===== config.mk =====
export PLATFORM = sky130hd
export DESIGN_NAME = line_meter
export DESIGN_NICKNAME = d
export VERILOG_FILES = /design/src/rtl/dual_stream_frame_checker_line_meter.sv
export SDC_FILE = /design/constraint.sdc
export NUM_CORES = 1
export LEC_CHECK = 0
export BUFFER_PORTS_ARGS = -buffer_cell sky130_fd_sc_hd__buf_2
export CORE_MARGIN = 2
export CORE_UTILIZATION = 53
export CTS_CLUSTER_SIZE = 20
export DETAILED_ROUTE_END_ITERATION = 10
export GPL_ROUTABILITY_DRIVEN = 0
export GPL_TIMING_DRIVEN = 0
export PLACE_DENSITY = 0.83
export SKIP_LAST_GASP = 1
export SLEW_MARGIN = 10
export SYNTH_ARGS = -nofsm -noshare
export SYNTH_HDL_FRONTEND = slang
export SYNTH_SLANG_ARGS = --single-unit

===== constraint.sdc =====
create_clock -name pixclk -period 3.4 [get_ports pixclk]
set_clock_uncertainty 0.2 [all_clocks]
set_input_delay 0.34 -clock pixclk [delete_from_list [all_inputs] [get_ports pixclk]]
set_output_delay 0.34 -clock pixclk [all_outputs]
set_load 0.005 [all_outputs]

===== src/rtl/dual_stream_frame_checker_line_meter.sv =====
// Per-line measurement: hs falling-edge detect, pixel counter, two-lane
// pattern compare against the pixel index, and the line-length check.
// All outputs are combinational and gated by en (frame active).
module line_meter #(
   parameter int FRAME_WIDTH = 1920,
   parameter int CWIDTH      = 12,
   parameter int DWIDTH      = 8
) (
   input  logic                pixclk,
   input  logic                rst,
   input  logic                en,
   input  logic                hs,
   input  logic                valid,
   input  logic [2*DWIDTH-1:0] data,
   output logic                line_end,
   output logic                len_bad,
   output logic                pix_bad,
   output logic                stray
);

   logic              hs_d;
   logic [CWIDTH-1:0] px_cnt;
   logic [DWIDTH-1:0] exp_px;

   assign exp_px = px_cnt[DWIDTH-1:0];

   // Event decode; a pixel on the hs falling-edge cycle is not counted since hs is low
   always_comb begin
      line_end = en && hs_d && !hs;
      len_bad  = line_end && (px_cnt != CWIDTH'(FRAME_WIDTH));
      pix_bad  = en && hs && valid &&
                 ((data[DWIDTH-1:0] != exp_px) || (data[2*DWIDTH-1:DWIDTH] != exp_px));
      stray    = en && valid && !hs;
   end

   // Delayed hs for edge detection, tracked in every state
   always_ff @(posedge pixclk) begin
      if (rst) hs_d <= 1'b0;
      else     hs_d <= hs;
   end

   // Pixel index within the line; held at zero outside an active frame
   always_ff @(posedge pixclk) begin
      if (rst || !en || line_end)
         px_cnt <= '0;
      else if (hs && valid && (px_cnt != '1))
         px_cnt <= px_cnt + CWIDTH'(1);
   end

endmodule


==> impl_metrics.csv <==
group,metric,value,unit
floorplan,rows,14,
global_routing,initial_antenna_violation_count,0,
sta,worst_pin_slew,0.7661,ns
drt,dr.first_iter.drc_count,22,
drt,drc_errors,0,
logic_synthesis,yosys.area.top_type_share,0.3109,
logic_synthesis,synth.avg_cell_area,8.049,um^2
drt,drt_first_pass_iters,4,
setup_path,worstSetupEndpointType,"output pin",
floorplan,fp.dieH,43.74,um
drt,dr_total_vias,904,
power_and_ir_drop,switching_share,0.2329,
sta,period_minus_slack,2.186,ns
final_layout,final_net_count,156,
cts,clock_insertion_delay_worst_skew,0.28,ns
drt,wl,1975,um
logic_synthesis,mappedNetlistArea,837.1,um^2
floorplan,core,0.001489,mm^2
drt,postRouteAntennaNets,0,
logic_synthesis,synthFlopType,"dfxtp_1",
global_routing,gr-total-overflow,0,
floorplan,design.portCount,25,
logic_synthesis,yosysWarningCount,0,
placement,place_hpwl,1522,um
sta,tns,0,ns
power_and_ir_drop,p_per_area,278.8,mW/mm^2
sta,count_of_final_max_slew_check_failures,0,
cts,tritoncts_num_sinks,13,
setup_path,arrival_worst_endpoint,1.65,ns
setup_path,crit_family,"simple AND/OR/NAND/NOR gates",
cts,postCtsHoldBufs,0,
sta,maxClockFrequency,457.4,MHz
logic_synthesis,yosys-top-cells-area,"dfxtp_1, and3_1, nor3_1, o21ai_0, a21oi_1",
global_routing,global_route_wire_length_before_repair,3346,um
cts,tritoncts,"yes",
setup_path,rrSetupSlack,1.40,ns
logic_synthesis,synth.yosys.seq_area_share,0.3109,
sta,min_period_over_period,0.6431,
power_and_ir_drop,combPwrFrac,0.107,
floorplan,die_w,43.74,um
cts,master_cell_of_the_clock_root_buffer,"clkbuf_4",
logic_synthesis,synth.most_common_cell,"dfxtp_1",
cts,cts_buffers,3,
job,cap_viol_max_count,0,
placement,place_area,977.2,um^2
cts,cts_setup_buffers,0,
final_layout,drive_above_1_share,0.3106,
setup_path,path_buf_inv,1,
cts,clockBufferDepth,2,
logic_synthesis,synthesis.instances,104,
logic_synthesis,async_flop_share,0,
power_and_ir_drop,clockPowerShare,0.342,
setup_path,crit_slowest_cell,"dfxtp_1",
global_routing,first_global_vias,835,
global_routing,grt_max_degree,11,
cts,gates_resized_cts_repair,0,
logic_synthesis,postSynthRegisterBits,13,
status,status,"completed",
setup_path,worstPathMaxFanout,9,
logic_synthesis,synth_edf_count,0,
cts,worst_setup_hold_path_clk_slew,0.08,ns
sta,rsz0062_at_grt,"no",
logic_synthesis,top_cell_type_by_total_area_after_synthesis,"dfxtp_1",
global_routing,grt_util_overall,0.2335,
floorplan,die-area,0.001913,mm^2
setup_path,crit_chain,"and3_2 > o22ai_1 > nor4_1 > nor3b_1 > buf_2",
sta,finalHoldViolations,0,
cts,cts_htree_levels,1,
floorplan,start_util,0.5622,
sta,setup_violations,0,
placement,port_buffers,24,
power_and_ir_drop,net-switching-power,65.17,uW
setup_path,required,2.86,ns
sta,worst_slew_margin_rel,0.4845,
setup_path,startpoint_type,"flop",
power_and_ir_drop,seq_power_share,0.550,
final_layout,n_antenna_cell,0,
logic_synthesis,ys_types,34,
logic_synthesis,synth_top_cells_by_count,"dfxtp_1, nor3_1, and3_1, o21ai_0",
power_and_ir_drop,worst_ir_drop_vdd,0.2085,mV
setup_path,worst-setup-path-type,"flop to output pin",
power_and_ir_drop,leakage,0.0004147,uW
final_layout,area_growth_syn_to_layout,19.88,%
power_and_ir_drop,internal-power,214.6,uW
setup_path,slowest_delay,0.47,ns
drt,vias_per_cell,6.108,
min_path,holdCritPathClass,"input pin to flop",
logic_synthesis,syn_nets,127,
drt,wl_per_cell,13.34,um
final_layout,post-route-cell-area,0.001003,mm^2
[metal layers]
metal  global-route usage  share of wire  vias up
met5                    0              0        -
met4              0.09091          0.014        0
met3              0.07083          0.043        4
met2               0.4000           0.49       16
met1               0.2699           0.46      414
li1                     -              -      470
[cell type report]
type / count / area (um^2)
multi-input combinational: 85 / 543.0
fill: 121 / 485.5
sequential: 13 / 260.3
timing repair buffer: 24 / 120.1
clock buffer: 4 / 26.28
buffer: 3 / 22.52
tap: 16 / 20.02
inverter: 3 / 11.26
[cells in the final DEF (no fill, tap or decap), types with 3 or more instances in the layout]
master    Yosys  routed
a21oi_1       6       6
a31oi_1       4       4
and3_1        9       9
buf_2         0      24
clkbuf_4      0       3
dfxtp_1      13      13
inv_1         3       3
nand2_1       6       6
nand3_1       3       3
nor3_1       10      10
nor4_1        3       3
o21ai_0       9       9
o22ai_1       4       4
or3_1         3       3
[per-stage QoR]
step,utilization,hold slack (ns),instances,setup slack [ns],power [uW]
after CTS,0.6740,0.03466,148,1.187,282.6
after global placement,0.6563,0.2794,144,1.542,186.3
after floorplan,-,0.2116,104,1.650,169.1
after detailed placement,0.6563,0.2907,144,1.446,187.5
final,0.6740,0.04163,148,1.214,279.8
after global routing,0.6740,0.03277,148,1.105,292.8
[final timing paths]
kind                      startpoint                      end  cells after the start
max           px_cnt[3]$_SDFFE_PP0P_                  pix_bad                      5
min                              rst          hs_d$_SDFF_PP0_                      2
max reg2reg   px_cnt[0]$_SDFFE_PP0P_   px_cnt[3]$_SDFFE_PP0P_                      5
min reg2reg  px_cnt[11]$_SDFFE_PP0P_  px_cnt[11]$_SDFFE_PP0P_                      2
[power groups by stage]
| stage | registers [uW] | logic [uW] | clock network [uW] |
|---|---|---|---|
| after global placement | 158 | 28.7 | 0 |
| after global routing | 154 | 32.9 | 106 |
| after detailed placement | 158 | 29.9 | 0 |
| final | 154 | 30.0 | 95.8 |
| after floorplan | 157 | 11.8 | 0 |
| after CTS | 154 | 30.0 | 98.5 |
[sequential cells by signal (all words and copies together), names as in the netlist]
register and count:
hs_d 1, px_cnt 12
[kinds of logic after synthesis]
kind of cell / Yosys count / synth area share
adder cells (fa/ha/maj): 2 / 0.02989
flip-flops: 13 / 0.3109
AO/OA/AOI/OAI: 29 / 0.2108
buffers and inverters: 6 / 0.04036
AND/OR/NAND/NOR: 54 / 0.4081
[worst reg2reg max path, delay by kind of cell, from the launching register on]
| family | cells | cell delay, ns |
|---|---|---|
| AOI/OAI and AO/OA | 2 | 0.37 |
| adders and majority gates | 1 | 0.23 |
| DFF | 1 | 0.44 |
| and+or+nand+nor | 2 | 0.71 |
Note: power is estimated with default switching activity, not from simulation.
